===== src/rtl/mc_control_if.sv =====
// Memory-side handshake bundle between the multi-cycle control FSM and memory.
// Ports: mem_ready (memory -> control), mem_read/mem_write/iord (control -> memory).
interface mc_control_if;
    logic mem_ready;
    logic mem_read;
    logic mem_write;
    logic iord;

    modport master (
        input  mem_ready,
        output mem_read,
        output mem_write,
        output iord
    );

    modport slave (
        output mem_ready,
        input  mem_read,
        input  mem_write,
        input  iord
    );
endinterface


===== src/rtl/mc_control.sv =====
// Multi-cycle main control FSM for the MIPS-subset shared-memory datapath.
// Ports: clk, rst_n, IR fields (opcode/funct/rt), memory bundle (mem), datapath
// controls, illegal pulse, retired-instruction counter and debug state code.
module mc_control #(
    parameter int MEM_HANDSHAKE = 1,
    parameter int CNT_W         = 32,
    parameter int ALUOP_W       = 4
) (
    input  logic               clk,
    input  logic               rst_n,
    input  logic [5:0]         opcode,
    input  logic [5:0]         funct,
    input  logic [4:0]         rt,
    mc_control_if.master       mem,
    output logic               pc_write,
    output logic               pc_write_cond,
    output logic [2:0]         branch_type,
    output logic [1:0]         pc_src,
    output logic               ir_write,
    output logic [1:0]         reg_dst,
    output logic [1:0]         mem_to_reg,
    output logic               reg_write,
    output logic               alu_src_a,
    output logic [1:0]         alu_src_b,
    output logic [ALUOP_W-1:0] alu_op,
    output logic               illegal,
    output logic [CNT_W-1:0]   instr_count,
    output logic [3:0]         state
);

    typedef enum logic [3:0] {
        S_RESET   = 4'd0,
        S_FETCH   = 4'd1,
        S_DECODE  = 4'd2,
        S_MEMADR  = 4'd3,
        S_MEMRD   = 4'd4,
        S_MEMWB   = 4'd5,
        S_MEMWR   = 4'd6,
        S_EXEC    = 4'd7,
        S_RWB     = 4'd8,
        S_IEXEC   = 4'd9,
        S_IWB     = 4'd10,
        S_BRANCH  = 4'd11,
        S_JUMP    = 4'd12,
        S_JR      = 4'd13,
        S_ILLEGAL = 4'd14
    } state_t;

    typedef enum logic [3:0] {
        K_LW, K_SW, K_R, K_JR, K_ADDI, K_ANDI,
        K_BEQ, K_BNE, K_BGTZ, K_BGEZ, K_BLTZ,
        K_J, K_JAL, K_ILL
    } kind_t;

    state_t           state_q, state_d;
    kind_t            kind_q, kind_d, kind_c;
    logic [CNT_W-1:0] cnt_q, cnt_d;
    logic             ready;
    logic             retire;

    logic             mem_read_c;
    logic             mem_write_c;
    logic             iord_c;
    logic [3:0]       alu_op_c;

    // With a single-cycle memory the handshake is tied off.
    assign ready = (MEM_HANDSHAKE == 0) ? 1'b1 : mem.mem_ready;

    // Instruction class from the IR fields; only sampled in DECODE.
    always_comb begin
        kind_c = K_ILL;
        case (opcode)
            6'h23: kind_c = K_LW;
            6'h2B: kind_c = K_SW;
            6'h00: kind_c = (funct == 6'h08) ? K_JR : K_R;
            6'h08: kind_c = K_ADDI;
            6'h0C: kind_c = K_ANDI;
            6'h04: kind_c = K_BEQ;
            6'h05: kind_c = K_BNE;
            6'h07: kind_c = K_BGTZ;
            6'h01: begin
                if (rt == 5'd1)
                    kind_c = K_BGEZ;
                else if (rt == 5'd0)
                    kind_c = K_BLTZ;
                else
                    kind_c = K_ILL;
            end
            6'h02: kind_c = K_J;
            6'h03: kind_c = K_JAL;
            default: kind_c = K_ILL;
        endcase
    end

    // Next state and retire detection.
    always_comb begin
        state_d = state_q;
        retire  = 1'b0;
        kind_d  = kind_q;
        case (state_q)
            S_RESET: state_d = S_FETCH;
            S_FETCH: begin
                if (ready)
                    state_d = S_DECODE;
            end
            S_DECODE: begin
                kind_d = kind_c;
                case (kind_c)
                    K_LW, K_SW:      state_d = S_MEMADR;
                    K_R:             state_d = S_EXEC;
                    K_JR:            state_d = S_JR;
                    K_ADDI, K_ANDI:  state_d = S_IEXEC;
                    K_BEQ, K_BNE,
                    K_BGTZ, K_BGEZ,
                    K_BLTZ:          state_d = S_BRANCH;
                    K_J, K_JAL:      state_d = S_JUMP;
                    default:         state_d = S_ILLEGAL;
                endcase
            end
            S_MEMADR: state_d = (kind_q == K_SW) ? S_MEMWR : S_MEMRD;
            S_MEMRD: begin
                if (ready)
                    state_d = S_MEMWB;
            end
            S_MEMWR: begin
                if (ready) begin
                    state_d = S_FETCH;
                    retire  = 1'b1;
                end
            end
            S_EXEC:  state_d = S_RWB;
            S_IEXEC: state_d = S_IWB;
            S_MEMWB, S_RWB, S_IWB, S_BRANCH,
            S_JUMP, S_JR, S_ILLEGAL: begin
                state_d = S_FETCH;
                retire  = 1'b1;
            end
            default: state_d = S_FETCH;
        endcase
        cnt_d = retire ? cnt_q + CNT_W'(1) : cnt_q;
    end

    // Moore output decode; FETCH strobes alone follow mem_ready.
    always_comb begin
        pc_write      = 1'b0;
        pc_write_cond = 1'b0;
        branch_type   = 3'b000;
        pc_src        = 2'b00;
        mem_read_c    = 1'b0;
        mem_write_c   = 1'b0;
        iord_c        = 1'b0;
        ir_write      = 1'b0;
        reg_dst       = 2'b00;
        mem_to_reg    = 2'b00;
        reg_write     = 1'b0;
        alu_src_a     = 1'b0;
        alu_src_b     = 2'b00;
        alu_op_c      = 4'h0;
        illegal       = 1'b0;
        case (state_q)
            S_FETCH: begin
                mem_read_c = 1'b1;
                alu_src_b  = 2'b01;
                ir_write   = ready;
                pc_write   = ready;
            end
            S_DECODE: alu_src_b = 2'b11;
            S_MEMADR: begin
                alu_src_a = 1'b1;
                alu_src_b = 2'b10;
            end
            S_MEMRD: begin
                mem_read_c = 1'b1;
                iord_c     = 1'b1;
            end
            S_MEMWB: begin
                reg_write  = 1'b1;
                mem_to_reg = 2'b01;
            end
            S_MEMWR: begin
                mem_write_c = 1'b1;
                iord_c      = 1'b1;
            end
            S_EXEC: begin
                alu_src_a = 1'b1;
                alu_op_c  = 4'h4;
            end
            S_RWB: begin
                reg_write = 1'b1;
                reg_dst   = 2'b01;
            end
            S_IEXEC: begin
                alu_src_a = 1'b1;
                alu_src_b = 2'b10;
                alu_op_c  = (kind_q == K_ANDI) ? 4'hC : 4'h6;
            end
            S_IWB: reg_write = 1'b1;
            S_BRANCH: begin
                alu_src_a     = 1'b1;
                pc_write_cond = 1'b1;
                pc_src        = 2'b01;
                alu_src_b     = 2'b10;
                case (kind_q)
                    K_BEQ: begin
                        branch_type = 3'b001;
                        alu_op_c    = 4'h8;
                        alu_src_b   = 2'b00;
                    end
                    K_BNE: begin
                        branch_type = 3'b010;
                        alu_op_c    = 4'h8;
                        alu_src_b   = 2'b00;
                    end
                    K_BGTZ: begin
                        branch_type = 3'b011;
                        alu_op_c    = 4'h3;
                    end
                    K_BGEZ: begin
                        branch_type = 3'b100;
                        alu_op_c    = 4'h9;
                    end
                    default: begin
                        branch_type = 3'b101;
                        alu_op_c    = 4'h1;
                    end
                endcase
            end
            S_JUMP: begin
                pc_write = 1'b1;
                pc_src   = 2'b10;
                if (kind_q == K_JAL) begin
                    reg_write  = 1'b1;
                    reg_dst    = 2'b10;
                    mem_to_reg = 2'b10;
                end
            end
            S_JR: begin
                pc_write = 1'b1;
                pc_src   = 2'b11;
            end
            S_ILLEGAL: illegal = 1'b1;
            default: ;
        endcase
    end

    assign mem.mem_read  = mem_read_c;
    assign mem.mem_write = mem_write_c;
    assign mem.iord      = iord_c;
    assign alu_op        = ALUOP_W'(alu_op_c);
    assign instr_count   = cnt_q;
    assign state         = state_q;

    always_ff @(posedge clk or negedge rst_n) begin
        if (!rst_n) begin
            state_q <= S_RESET;
            kind_q  <= K_ILL;
            cnt_q   <= '0;
        end else begin
            state_q <= state_d;
            kind_q  <= kind_d;
            cnt_q   <= cnt_d;
        end
    end

endmodule

===== src/flat_wrapper.sv =====
// flat-port wrapper written by rule: the top's interface ports become plain ports
module mc_control_flat 
#(
    parameter int MEM_HANDSHAKE = 1,
    parameter int CNT_W         = 32,
    parameter int ALUOP_W       = 4
)
  (clk, rst_n, opcode, funct, rt, pc_write, pc_write_cond, branch_type, pc_src, ir_write, reg_dst, mem_to_reg, reg_write, alu_src_a, alu_src_b, alu_op, illegal, instr_count, state, mem_mem_ready, mem_mem_read, mem_mem_write, mem_iord);
  mc_control_if mem_i ();
  input  logic clk;
  input  logic rst_n;
  input  logic [5:0] opcode;
  input  logic [5:0] funct;
  input  logic [4:0] rt;
  output logic pc_write;
  output logic pc_write_cond;
  output logic [2:0] branch_type;
  output logic [1:0] pc_src;
  output logic ir_write;
  output logic [1:0] reg_dst;
  output logic [1:0] mem_to_reg;
  output logic reg_write;
  output logic alu_src_a;
  output logic [1:0] alu_src_b;
  output logic [ALUOP_W-1:0] alu_op;
  output logic illegal;
  output logic [CNT_W-1:0] instr_count;
  output logic [3:0] state;
  input wire logic [$bits(mem_i.mem_ready)-1:0] mem_mem_ready;
  output wire logic [$bits(mem_i.mem_read)-1:0] mem_mem_read;
  output wire logic [$bits(mem_i.mem_write)-1:0] mem_mem_write;
  output wire logic [$bits(mem_i.iord)-1:0] mem_iord;
  assign mem_i.mem_ready = mem_mem_ready;
  assign mem_mem_read = mem_i.mem_read;
  assign mem_mem_write = mem_i.mem_write;
  assign mem_iord = mem_i.iord;
  mc_control #(.MEM_HANDSHAKE(MEM_HANDSHAKE), .CNT_W(CNT_W), .ALUOP_W(ALUOP_W)) u_core (.clk(clk), .rst_n(rst_n), .opcode(opcode), .funct(funct), .rt(rt), .mem(mem_i), .pc_write(pc_write), .pc_write_cond(pc_write_cond), .branch_type(branch_type), .pc_src(pc_src), .ir_write(ir_write), .reg_dst(reg_dst), .mem_to_reg(mem_to_reg), .reg_write(reg_write), .alu_src_a(alu_src_a), .alu_src_b(alu_src_b), .alu_op(alu_op), .illegal(illegal), .instr_count(instr_count), .state(state));
endmodule

===== config.mk =====
export PLATFORM = sky130hd
export DESIGN_NAME = mc_control_flat
export DESIGN_NICKNAME = d
export VERILOG_FILES = /design/src/rtl/mc_control_if.sv /design/src/rtl/mc_control.sv /design/src/flat_wrapper.sv
export SDC_FILE = /design/constraint.sdc
export NUM_CORES = 1
export LEC_CHECK = 0
export BUFFER_PORTS_ARGS = -buffer_cell sky130_fd_sc_hd__buf_4
export CAP_MARGIN = 20
export CORE_MARGIN = 3
export CORE_UTILIZATION = 35
export DETAILED_ROUTE_END_ITERATION = 8
export GPL_TIMING_DRIVEN = 0
export HOLD_SLACK_MARGIN = 0.12
export PLACE_DENSITY = 0.68
export SKIP_CTS_REPAIR_TIMING = 1
export SYNTH_ARGS = -nofsm -noshare
export SYNTH_HDL_FRONTEND = slang
export SYNTH_SLANG_ARGS = --single-unit

===== constraint.sdc =====
create_clock -name clk -period 3.3 [get_ports clk]
set_input_delay 0.66 -clock clk [delete_from_list [all_inputs] [get_ports clk]]
set_output_delay 0.66 -clock clk [all_outputs]
set_load 0.02 [all_outputs]

=== Word-level counts from Yosys, hierarchy flattened ===
Memories as Yosys holds them, arrays and structs flattened.
Index checks and enable logic that the tools add are counted.

* Bits in registers: 40
* ROM bits: 64
* Input port bits: 20
* Output and inout bits: 60
* Logic and storage cells: 84
* Memories kept: 1

{| class="wikitable"
|+ Memories
! memory !! words !! bits a word !! rd ports !! clocked after memory_dff !! write ports !! line !! text
|-
| (no name shown) || 16 || 4 || 1 || 0 || 0 || mc_control.sv:108 || <nowiki>case (kind_c)</nowiki>
|}

* Add/sub/neg operators: 1
* Equal/unequal tests: 36
* Mux-type cells: 32
* Reduce and logical (&&, ||, !) cells: 11

{| class="wikitable"
|+ Operators with widths
! kind !! count
|-
| 4-bit one-hot mux with 11 select lines || 1
|-
| 4-bit equality test, second input constant || 10
|-
| 32-bit by 1-bit adder with 32-bit output, second input constant || 1
|-
| 4-bit by 3-bit equality test with 1-bit output, second input constant || 7
|-
| 4-bit one-hot mux with 7 select lines || 1
|-
| 4-bit one-hot mux with 3 select lines || 2
|-
| 4-bit two-way mux || 5
|-
| 6-bit by 3-bit equality test with 1-bit output, second input constant || 3
|-
| 6-bit by 4-bit equality test with 1-bit output, second input constant || 3
|-
| 6-bit by 2-bit equality test with 1-bit output, second input constant || 2
|-
| 6-bit equality test, second input constant || 2
|-
| 3-bit one-hot mux with 4 select lines || 1
|-
| 1-bit two-way mux || 10
|-
| 2-bit OR reduction || 5
|-
| 4-bit by 1-bit equality test with 1-bit output, second input constant || 2
|-
| 4-bit by 2-bit equality test with 1-bit output, second input constant || 2
|-
| 2-bit one-hot mux with 2 select lines || 2
|-
| 2-bit one-hot mux with 4 select lines || 1
|-
| 7-bit OR reduction || 1
|-
| 6-bit by 1-bit equality test with 1-bit output, second input constant || 1
|-
| 6-bit zero test || 1
|-
| 2-bit two-way mux || 3
|-
| 3-bit two-way mux || 2
|-
| 2-bit != test, second input constant || 3
|-
| other kinds (7) || 9
|}

=== Depth between registers and ports, before layout ===
An unclocked memory read counts as a cell.

* Depth in word-level cells: 6
* Mapped depth: 8
* Depth with buffers taken out: 7

=== Least setup slack after synthesis ===
Ideal clock, no wire load.

* Path kind: reg-to-output
* From: register u_core.state_q[2], in the netlist u_core.state[2]
* To: output port reg_write
* Arrival time: 2062 ps
* Required time: 2640 ps
* Path slack: 578 ps
* Stages on the path, launching flop included: 7
* Buffers on the path: 2
* Cells stage by stage: dfrtp_1 clkbuf_1 clkbuf_1 nand2_1 nor2_1 and3_1 a211o_1

* Cells in the longest elaborated chain, start to end: 3
* Elaborated cells between the ends (all ways): 6
* Classes of those cells: eq/ne: 4; mux: 1; reduce/logical: 1

{| class="wikitable"
|+ RTL lines
! element !! line !! text
|-
| start: declaration || mc_control.sv:55 || <nowiki>state_t state_q, state_d;</nowiki>
|-
| start signal: assignment || mc_control.sv:259 || <nowiki>state_q <= state_d;</nowiki>
|-
| 4-bit by 3-bit equality test with 1-bit output or 4-bit equality test (tied branches) || mc_control.sv:160 || <nowiki>case (state_q)</nowiki>
|-
| 3-bit OR reduction (no line) || - ||
|-
| 1-bit one-hot mux with 2 select lines (*) || mc_control.sv:160 ||
|-
| end: declaration || flat_wrapper.sv:22 || <nowiki>output logic reg_write;</nowiki>
|}

Every way passes the cells marked *; elsewhere a longest branch is shown, timed or not.

=== Worst setup path after layout ===
Ends and elaborated chain as after synthesis.

==> results_dict.tcl <==
set metrics [dict create \
    outcome "completed" \
    yosys-top-cells-count "45 x nor2_1, 37 x dfrtp_1, 29 x nand2_1, 17 x xnor2_1, 15 x xor2_1" \
    synth-main-ff-cell "dfrtp_1" \
    gp_congestion 0.862 \
    area_growth_pct 31.8 \
    relSlewSlack 0.589 \
    overflow 0 \
    drcViolationCount 0 \
    pwr-share-comb 0.460 \
    irDropWorstVdd_mv 0.350 \
    yosys.cell_types.count 49 \
    place.detailed.hpwl_um 4680 \
    grt_pass1_wl_um 9800 \
    die_area_um2 8000 \
    cts_buffer_depth 2 \
    seq_area_frac_synth 0.412 \
    clock_latency_ns 0.29 \
    arrival_ns 2.13 \
    synth_top_cells_by_area "dfrtp_1 38%, nor2_1 6.9%, xnor2_1 6.1%, xor2_1 5.4%, nand2_1 4.5%" \
    synth_cells 283 \
    p_leak_uw 0.00154 \
    clkTransAtPathRegs_ns 0.08 \
    synth.most_common_cell "nor2_1" \
    internal_power_uw 1090 \
    hp-class "input pin to async pin" \
    yosys.area.top_type "dfrtp_1" \
    power.switching_uw 786 \
    worst_pin_slew_ns 0.613 \
    post_drt_via_cell_ratio 5.32 \
    port_buffers 78 \
    vias 2373 \
    diodes 0 \
    num_rows 29 \
    rsz0062_at_grt "no" \
    wl_per_cell_um 13.9 \
    syn-num-nets 304 \
    path_common_cell "clkbuf_1" \
    reg2reg_slack_ns 1.03 \
    setup_viol 0 \
    finalHoldViolations 0 \
    reg2reg_depth 7 \
    max_freq_mhz 358 \
    final_layout_size_suffix_gt1_frac 0.266 \
    syn_area_per_cell_um2 8.62 \
    fin_skew_ns 0.00948 \
    syn_area_um2 2440 \
    synth_fa_ha_area_frac 0.00513 \
    ys_warn_count 0 \
    crit_path_top_delay_cell "clkbuf_1" \
    numCtsBuffers 5 \
    grt_pass1_vias 2113 \
    p_sw_frac 0.419 \
    synth-simple-area-share 0.299 \
    die-width_um 89.5 \
    layout.nets 389 \
    critical-path-top-delay-family "buffers and inverters" \
    final_util 0.492 \
    synth_top_area_frac 0.380 \
    synth_top_family_by_area "simple AND/OR/NAND/NOR gates" \
    synth_edf_count 0 \
    max_stage_delay_ns 0.39 \
    drtIter0Drc 135 \
    path_class "flop to output port" \
    slew_viol_final 0 \
    pin_count 80 \
    dp_slack_ns 0.801 \
    critical_path_depth 7 \
    power_frac_clock 0.179 \
    crit_buf_inv 3 \
    p_seq_frac 0.360 \
    grt_max_degree 41 \
    cap_violations 0 \
    die_h_um 89.5 \
    worst_setup_path_start_kind "flop" \
    crit_chain "clkbuf_1, clkbuf_1, nand2_1, nor2_1, and3_1, a211o_1, buf_4" \
    period_minus_slack_ns 2.79 \
    cts_num_sinks 40 \
    core_um2 6530 \
    fin_ws_ns 0.510 \
    worstSetupEndpointType "output port" \
    cts_tree "done" \
    ys_seq_elements 40 \
    htree_levels 2 \
    start_util 0.373 \
    setup_tns_ns 0 \
    ant_nets 0 \
    p_per_area_nw_per_um2 583 \
    cp_max_fo 10 \
    drtPass1Iterations 4 \
    antenna_found_initial 0 \
    grt.total_usage 0.154 \
    synth_mux_area_frac 0.0231 \
    drt-total-wl_um 6180 \
    synthXorXnorAreaFrac 0.115 \
    cp_data_required_time_ns 2.64 \
    finalCritPeriodShare 0.845 \
    synth_compound_area_frac 0.117 \
    synthArstFlopShare 1.00 \
    cts_root_buf "clkbuf_8" \
]
## registers in the layout, summed over array words and instances (netlist names)
register / flops
u_core.kind_q: 4
u_core.instr_count: 32
u_core.state: 4
## power groups by stage
stage	clock network [uW]	registers [uW]	logic, uW
2_1_floorplan	0	722	490
3_3_place_gp	0	680	853
3_5_place_dp	0	684	863
4_1_cts	346	676	868
5_1_grt	368	692	952
6_report	336	676	863
## final cells by class
cell class	instances	area, um^2
well taps	77	96.3
multi-input cells	225	1360
plain buffers	11	43.8
clock buffers	7	86.3
flip-flops and latches	40	1000
inverters	7	26.3
fillers	646	3320
clock inverters	1	7.51
repair buffers	78	586
## final timing paths
| path | start | end |
|---|---|---|
| min reg2reg | u_core.instr_count[31] | u_core.instr_count[31] |
| min | rst_n | u_core.instr_count[31] |
| max reg2reg | u_core.state[3] | u_core.instr_count[10] |
| min in group clk | u_core.instr_count[31] | u_core.instr_count[31] |
| max | u_core.state[2] | reg_write |
| max in group asynchronous | rst_n | u_core.kind_q[0] |
## cells by family (layout without fill, tap and decap cells)
kind of cell | after synthesis | count (layout)
AO/OA/AOI/OAI | 45 | 45
XOR/XNOR | 32 | 32
adder cells (fa/ha/maj) | 1 | 1
buffers and inverters | 18 | 104
flip-flops | 40 | 40
multiplexers | 5 | 5
AND/OR/NAND/NOR | 142 | 142
## per-stage QoR
stage / std cells / power (uW) / cell area, um^2 / hold slack (ns)
after floorplan: 283 / 1210 / 2440 / 0.364
after global placement: 438 / 1530 / 3120 / 0.460
after detailed placement: 438 / 1550 / 3120 / 0.469
after CTS: 446 / 1890 / 3210 / 0.351
after global routing: 446 / 2010 / 3210 / 0.363
final: 446 / 1880 / 3210 / 0.331
## routing by layer
metal	share of wire	global-route usage
met3	0.063	0.0359
met1	0.45	0.207
met2	0.48	0.244
met5	0	0
met4	0.010	0.0541
## cells in the final DEF (no fill, tap or decap), types with 3 or more instances in the layout
cell      count
nor3_1        7
nor4b_1       4
or4_1         3
mux2_2        5
a21oi_1      12
nor2_1       45
and3_1       10
nor4_1        3
buf_4        78
xnor2_1      17
nand2b_1      6
nor2b_1       4
dfstp_2       3
clkbuf_1     10
nand3_1       6
nand4_1      11
clkbuf_8      6
dfrtp_1      37
nand2_1      29
a211oi_1      3
xor2_1       15
o21ai_0      11
inv_1         7
Note: power is estimated with default switching activity, not from simulation.
